--- config.mk ---
export PLATFORM = sky130hd
export DESIGN_NAME = wb_cmd_master
export DESIGN_NICKNAME = d
export VERILOG_FILES = /design/src/rtl/wb_cmd_master.sv
export SDC_FILE = /design/constraint.sdc
export NUM_CORES = 1
export LEC_CHECK = 0
export CORE_ASPECT_RATIO = 0.75
export CORE_MARGIN = 5
export CORE_UTILIZATION = 40
export CTS_BUF_LIST = sky130_fd_sc_hd__clkbuf_16
export CTS_CLUSTER_SIZE = 25
export DETAILED_ROUTE_END_ITERATION = 12
export GPL_TIMING_DRIVEN = 0
export PLACE_DENSITY = 0.8
export SLEW_MARGIN = 40
export SYNTH_ARGS = -nofsm -noshare
export SYNTH_HDL_FRONTEND = slang
export SYNTH_SLANG_ARGS = --single-unit
--- constraint.sdc ---
create_clock -name wb_clk_i -period 2 [get_ports wb_clk_i]
set_input_delay 0.6 -clock wb_clk_i [delete_from_list [all_inputs] [get_ports wb_clk_i]]
set_output_delay 0.6 -clock wb_clk_i [all_outputs]
set_load 0.02 [all_outputs]
--- src/rtl/wb_cmd_master.sv ---
// wb_cmd_master
//   Wishbone classic master. Turns single read/write commands from a local
//   requester into one bus cycle each and returns the result on a
//   valid/ready response port. One transaction is outstanding at a time.
//
//   Optional feature macro: WB_TIMEOUT_EN
//     defined   - a cycle that sees no ack for TIMEOUT_CYC cycles is aborted
//                 with rsp_err_o = 1 and rsp_rdata_o = 32'hDEAD_BEEF.
//     undefined - the bus waits for ack forever; rsp_err_o is always 0.
//
//   Ports
//     wb_clk_i, wb_rst_n_i        clock, async active-low reset
//     cmd_valid_i / cmd_ready_o   command handshake (ready only in IDLE)
//     cmd_we_i, cmd_sel_i,
//     cmd_addr_i, cmd_wdata_i     command fields (addr is an offset to BASE_ADDR)
//     rsp_valid_o / rsp_ready_i   response handshake
//     rsp_rdata_o, rsp_err_o      read data (0 for writes), timeout flag
//     wbm_*                       Wishbone master signals
//
//   state | meaning
//   ------+---------------------------------------------------------------
//   IDLE  | waiting for a command; cmd_ready_o = 1
//   BUS   | first cycle drives address/data only, then cyc/stb until ack
//   RSP   | response registered; rsp_valid_o rises one cycle after entry
//         | and is held until rsp_ready_i
//
//   Timing with a zero-wait slave: accept edge E0, cyc/stb high E1..E2,
//   ack sampled at E2, rsp_valid_o high from E3.

module wb_cmd_master #(
    parameter logic [31:0] BASE_ADDR   = 32'h3000_0000,
    parameter int          TIMEOUT_CYC = 255
) (
    input  logic        wb_clk_i,
    input  logic        wb_rst_n_i,
    input  logic        cmd_valid_i,
    output logic        cmd_ready_o,
    input  logic        cmd_we_i,
    input  logic [3:0]  cmd_sel_i,
    input  logic [31:0] cmd_addr_i,
    input  logic [31:0] cmd_wdata_i,
    output logic        rsp_valid_o,
    input  logic        rsp_ready_i,
    output logic [31:0] rsp_rdata_o,
    output logic        rsp_err_o,
    output logic        wbm_cyc_o,
    output logic        wbm_stb_o,
    output logic        wbm_we_o,
    output logic [3:0]  wbm_sel_o,
    output logic [31:0] wbm_adr_o,
    output logic [31:0] wbm_dat_o,
    input  logic        wbm_ack_i,
    input  logic [31:0] wbm_dat_i
);

    localparam logic [1:0] ST_IDLE = 2'd0;
    localparam logic [1:0] ST_BUS  = 2'd1;
    localparam logic [1:0] ST_RSP  = 2'd2;

    logic [1:0]  state_q, state_d;
    logic        cyc_q, cyc_d;
    logic        we_q, we_d;
    logic [3:0]  sel_q, sel_d;
    logic [31:0] adr_q, adr_d;
    logic [31:0] dat_q, dat_d;
    logic        rsp_valid_q, rsp_valid_d;
    logic [31:0] rsp_rdata_q, rsp_rdata_d;
    logic        rsp_err_q, rsp_err_d;

`ifdef WB_TIMEOUT_EN
    localparam int CNT_W = (TIMEOUT_CYC > 255) ? $clog2(TIMEOUT_CYC + 1) : 8;
    // Count of no-ack cyc cycles already seen; the abort happens on the edge
    // that would make it TIMEOUT_CYC, so cyc is high exactly TIMEOUT_CYC cycles.
    localparam logic [CNT_W-1:0] TO_LAST = CNT_W'(TIMEOUT_CYC - 1);
    logic [CNT_W-1:0] cnt_q, cnt_d;
`endif

    always_comb begin
        state_d     = state_q;
        cyc_d       = cyc_q;
        we_d        = we_q;
        sel_d       = sel_q;
        adr_d       = adr_q;
        dat_d       = dat_q;
        rsp_valid_d = rsp_valid_q;
        rsp_rdata_d = rsp_rdata_q;
        rsp_err_d   = rsp_err_q;
`ifdef WB_TIMEOUT_EN
        cnt_d       = cnt_q;
`endif
        case (state_q)
            ST_IDLE: begin
                if (cmd_valid_i) begin
                    we_d    = cmd_we_i;
                    sel_d   = cmd_sel_i;
                    adr_d   = BASE_ADDR | cmd_addr_i;
                    dat_d   = cmd_wdata_i;
                    state_d = ST_BUS;
`ifdef WB_TIMEOUT_EN
                    cnt_d   = '0;
`endif
                end
            end
            ST_BUS: begin
                if (!cyc_q) begin
                    cyc_d = 1'b1;
                end else if (wbm_ack_i) begin
                    // ack takes priority over a coincident timeout
                    cyc_d       = 1'b0;
                    rsp_rdata_d = we_q ? 32'h0 : wbm_dat_i;
                    rsp_err_d   = 1'b0;
                    state_d     = ST_RSP;
                end else begin
`ifdef WB_TIMEOUT_EN
                    if (cnt_q == TO_LAST) begin
                        cyc_d       = 1'b0;
                        rsp_rdata_d = 32'hDEAD_BEEF;
                        rsp_err_d   = 1'b1;
                        state_d     = ST_RSP;
                    end else begin
                        cnt_d = cnt_q + 1'b1;
                    end
`endif
                end
            end
            ST_RSP: begin
                if (!rsp_valid_q) begin
                    rsp_valid_d = 1'b1;
                end else if (rsp_ready_i) begin
                    rsp_valid_d = 1'b0;
                    state_d     = ST_IDLE;
                end
            end
            default: begin
                state_d = ST_IDLE;
                cyc_d   = 1'b0;
            end
        endcase
    end

    always_ff @(posedge wb_clk_i or negedge wb_rst_n_i) begin
        if (!wb_rst_n_i) begin
            state_q     <= ST_IDLE;
            cyc_q       <= 1'b0;
            we_q        <= 1'b0;
            sel_q       <= 4'h0;
            adr_q       <= 32'h0;
            dat_q       <= 32'h0;
            rsp_valid_q <= 1'b0;
            rsp_rdata_q <= 32'h0;
            rsp_err_q   <= 1'b0;
`ifdef WB_TIMEOUT_EN
            cnt_q       <= '0;
`endif
        end else begin
            state_q     <= state_d;
            cyc_q       <= cyc_d;
            we_q        <= we_d;
            sel_q       <= sel_d;
            adr_q       <= adr_d;
            dat_q       <= dat_d;
            rsp_valid_q <= rsp_valid_d;
            rsp_rdata_q <= rsp_rdata_d;
            rsp_err_q   <= rsp_err_d;
`ifdef WB_TIMEOUT_EN
            cnt_q       <= cnt_d;
`endif
        end
    end

    assign cmd_ready_o = (state_q == ST_IDLE);
    assign rsp_valid_o = rsp_valid_q;
    assign rsp_rdata_o = rsp_rdata_q;
    assign rsp_err_o   = rsp_err_q;
    assign wbm_cyc_o   = cyc_q;
    assign wbm_stb_o   = cyc_q;
    assign wbm_we_o    = we_q;
    assign wbm_sel_o   = sel_q;
    assign wbm_adr_o   = adr_q;
    assign wbm_dat_o   = dat_q;

endmodule

# After elaboration in Yosys (flattened, before gate mapping)
# Index checks and enable logic that the tools add are counted.
[word_totals]
ramBits = 0
output_inout_bits = 106
inputBits = 106
register_bits = 105
n_memories = 0
latch_bits = 0
elab_cells = 32
rom_bits = 0
[classes]
n_div = 0
n_addsub = 0
n_reduce_logical = 5
mul = 0
n_lt_le_gt_ge = 0
bitwise_logic = 0
shift = 0
eq_ne = 7
mux = 12
[op_table]
columns = ["cell", "count"]
rows = [
  ["2-to-1 mux 32 bit", 1],
  ["2-to-1 mux 2 bit", 5],
  ["!= test 2 bit (second input constant)", 5],
  ["one-hot mux 2 bit (3 select lines)", 1],
  ["AND reduction 5 bit", 1],
  ["2-to-1 mux 1 bit", 4],
  ["AND reduction 3 bit", 1],
  ["equality test 2 x 1 -> 1 bit (second input constant)", 1],
  ["equality test 2 bit (second input constant)", 1],
  ["logical NOT 2 bit", 1],
  ["one-hot mux 1 bit (2 select lines)", 1],
  ["AND reduction 2 bit", 1],
  ["OR reduction 2 bit", 1],
]

# Logic depth before layout (Yosys ltp)
[logic_depth]
word_depth = 3
ltp_mapped = 5
mapped_depth_nobuf = 2

# Least setup slack after synthesis
# OpenSTA, ideal clock, no wires.
[synth_timing]
path_kind = "in2reg"
startpoint = "in cmd_valid_i"
endpoint = "reg adr_q[0] (netlist: wbm_adr_o[0])"
setup_slack_ps = 416
n_path_buf = 2
path_stages = 4
setup_time_ps = 127
t_required_ps = 1873
arrival_ps = 1456
path_cell_list = "nor3b_4 > buf_6 > buf_6 > mux2_1"
[synth_between]
elab_chain_len = 1
[synth_rtl]
columns = ["item", "line", "rtl"]
rows = [
  ["start, declared", "36", "input logic cmd_valid_i,"],
  ["AND reduction 2 bit (no source line)", "--", ""],
  ["end signal, assigned", "160", "adr_q <= adr_d;"],
  ["end, declared", "64", "logic [31:0] adr_q, adr_d;"],
]
# No other way between the ends.
# A chain may end at the register's enable or synchronous reset.

# Worst setup path in the final report
[layout_timing]
startpoint = "reg rsp_valid_q (netlist: rsp_valid_o)"
endpoint = "out rsp_valid_o"
[layout_rtl]
columns = ["item", "line", "rtl"]
rows = [
  ["start, declared", "66", "logic rsp_valid_q, rsp_valid_d;"],
  ["start signal, assigned", "162", "rsp_valid_q <= rsp_valid_d;"],
  ["end, declared", "42", "output logic rsp_valid_o,"],
]
# No word-level cell between the ends.

==> impl_metrics.tcl <==
set metrics [dict create \
    diodes 0 \
    irDropWorstVdd_mv 0.864 \
    worstRegToRegCells 5 \
    cts_buffers 9 \
    clk_pin_slew_worst_paths_ps 70 \
    path_cells "clkdlybuf4s50_1" \
    overflow 0 \
    critPathCaptureType "output port" \
    fin_area_mm2 0.00686 \
    placementRows 32 \
    vias 2905 \
    fin_crit_sh 0.967 \
    final_util 0.661 \
    nNetsFinal 593 \
    syn_to_final_growth_pct 60.5 \
    fp.dieH_um 99.5 \
    r2r_setup_slack_ps 340 \
    ys_seq_area_frac 0.609 \
    synth_top_family_by_area "multiplexers" \
    synth_cell_types 18 \
    antenna_found_initial 0 \
    syn-mean-instance-area_um2 16.1 \
    routed_wl_mm 10.8 \
    slew_violations 0 \
    dp.final_hpwl_mm 8.40 \
    synth_xor_area_frac 0 \
    fillers 755 \
    critPathBufInv 1 \
    crit_family "buffers and inverters" \
    place_congestion 0.776 \
    post_drt_via_cell_ratio 4.65 \
    finalSetupTns_ps 0 \
    crit_arrival_ps 1330 \
    power.leakage_nw 2.90 \
    die_w_um 129 \
    ant_nets 0 \
    clock_latency_ps 330 \
    dr.first_iter.drc_count 63 \
    clockRootBuffer "clkbuf_16" \
    worstSetupPathDepth 1 \
    synthSimpleGateAreaFrac 0.0591 \
    cap_violations 0 \
    io_buffer_count 208 \
    drive_gt1_frac 0.237 \
    yosys.area.top_type "dfrtp_1" \
    path_class "flop to output port" \
    start_kind "flop" \
    synth_compound_area_frac 0.00498 \
    cts_tree "yes" \
    rsz0062_at_grt "no" \
    grt_max_degree 75 \
    fin_cells 625 \
    grt_pass1_vias 3352 \
    slowest_delay_ps 640 \
    grt_use_total 0.169 \
    cp_max_fo 3 \
    yosysWarnings 0 \
    period_needed_ps 1930 \
    firstDrtPassIters 4 \
    synth_fp_nets 372 \
    cts_num_sinks 104 \
    drc 0 \
    timing.fmax_mhz 517 \
    synth.area.top_cells "dfrtp_1 61%, mux2_2 14%, mux2_4 10%" \
    hold_viol_final 0 \
    cpMaxStageDelayCell "clkdlybuf4s50_1" \
    status "complete, no violations" \
    placed_cell_area_mm2 0.00656 \
    finalPower_mw 11.6 \
    die-area_mm2 0.0129 \
    synth_mux_area_frac 0.292 \
    core-area_mm2 0.0104 \
    critical_path_required_ps 1400 \
    netlist_area_mm2 0.00427 \
    ioPinCount 212 \
    grt_pass1_wl_mm 16.9 \
    mostFrequentLayoutCell "clkdlybuf4s50_1" \
    wl_per_cell_um 17.2 \
    power.density_mw_per_mm2 1700 \
    synthCells 266 \
    yosysTopAreaCellShare 0.609 \
    finalSetupViolCount 0 \
    reg2reg_to "wbm_adr_o[3]$_DFFE_PN0P_" \
    cts_hold_buf 0 \
    place_inst 611 \
    ys_ff_latch 104 \
    synth_fa_ha_area_frac 0 \
    clk_path_buf_depth 2 \
    start_util 0.412 \
    regToRegStartpoint "state_q[0]$_DFFE_PN0P_" \
    htreeDepth 3 \
    skew_ps 3.48 \
    final_cell_mix "202 x clkdlybuf4s50_1, 104 x dfrtp_1, 53 x mux2_2" \
    min_path_type "input port to async pin" \
]
timing repair:
item                       CTS  global route
resized for setup            4             3
gates cloned                 0             0
setup endpoints to repair    5             2
buffers inserted             1             0
how the worst max path moves through the flow:
stage                              startpoint                  endpoint  slack, ps
floorplan                         cmd_valid_i  wbm_adr_o[0]$_DFFE_PN0P_        420
global placement                   wb_rst_n_i  wbm_adr_o[3]$_DFFE_PN0P_      -3590
detailed placement                cmd_valid_i  wbm_adr_o[0]$_DFFE_PN0P_       -260
CTS                     wbm_cyc_o$_DFFE_PN0N_                 wbm_cyc_o         30
global route        wbm_adr_o[22]$_DFFE_PN0P_             wbm_adr_o[22]         10
finish                rsp_valid_o$_DFFE_PN0P_               rsp_valid_o         70
layout make-up:
class | count | area (µm²) | area share
flip-flops and latches | 104 | 2600 | 0.379
multi-input cells | 144 | 1520 | 0.222
clock buffers | 9 | 225 | 0.0328
well taps | 136 | 170 | 0.0248
clock inverters | 4 | 72.6 | 0.0106
repair buffers | 210 | 2120 | 0.309
plain buffers | 18 | 148 | 0.0215
per-stage QoR:
step / worst slack (ps) / hold slack (ps)
floorplan: 416 / 304
global placement: -3590 / 466
detailed placement: -261 / 477
CTS: 28.7 / 111
global route: 13.0 / 120
finish: 66.4 / 116
logic make-up after synthesis:
family | count (synthesis)
AO/OA/AOI/OAI | 3
buffers and inverters | 18
flip-flops | 104
multiplexers | 101
other | 1
AND/OR/NAND/NOR | 39
synth_stat cells:
library cell,instances
or2_2,1
mux2_2,53
clkbuf_1,3
dfrtp_1,104
nor3b_4,1
mux2_1,19
buf_2,1
a21o_1,1
a21oi_1,1
nor2_1,2
a311oi_1,1
nor2b_1,33
mux2_4,29
conb_1,1
nand2_1,1
and4b_1,1
buf_6,7
buf_4,7
registers in the layout, indices dropped and copies added (netlist names):
name	cells
wbm_dat_o	32
wbm_we_o	1
rsp_valid_o	1
wbm_cyc_o	1
rsp_rdata_o	32
wbm_sel_o	4
wbm_adr_o	31
state_q	2
layer usage:
metal / share of wire / global-route usage
met1: 0.39 / 0.192
met2: 0.50 / 0.287
met3: 0.087 / 0.0698
met4: 0.020 / 0.0565
met5: 0 / 0
power by group:
part | internal, mW | leakage (nW) | switching, mW | total, mW
Combinational | 3.33 | 1.51 | 2.74 | 6.07
Sequential | 3.17 | 1.25 | 0.590 | 3.76
Clock | 1.07 | 0.143 | 0.724 | 1.80
Total | 7.58 | 2.90 | 4.05 | 11.6
Note: power is estimated with default switching activity, not from simulation.
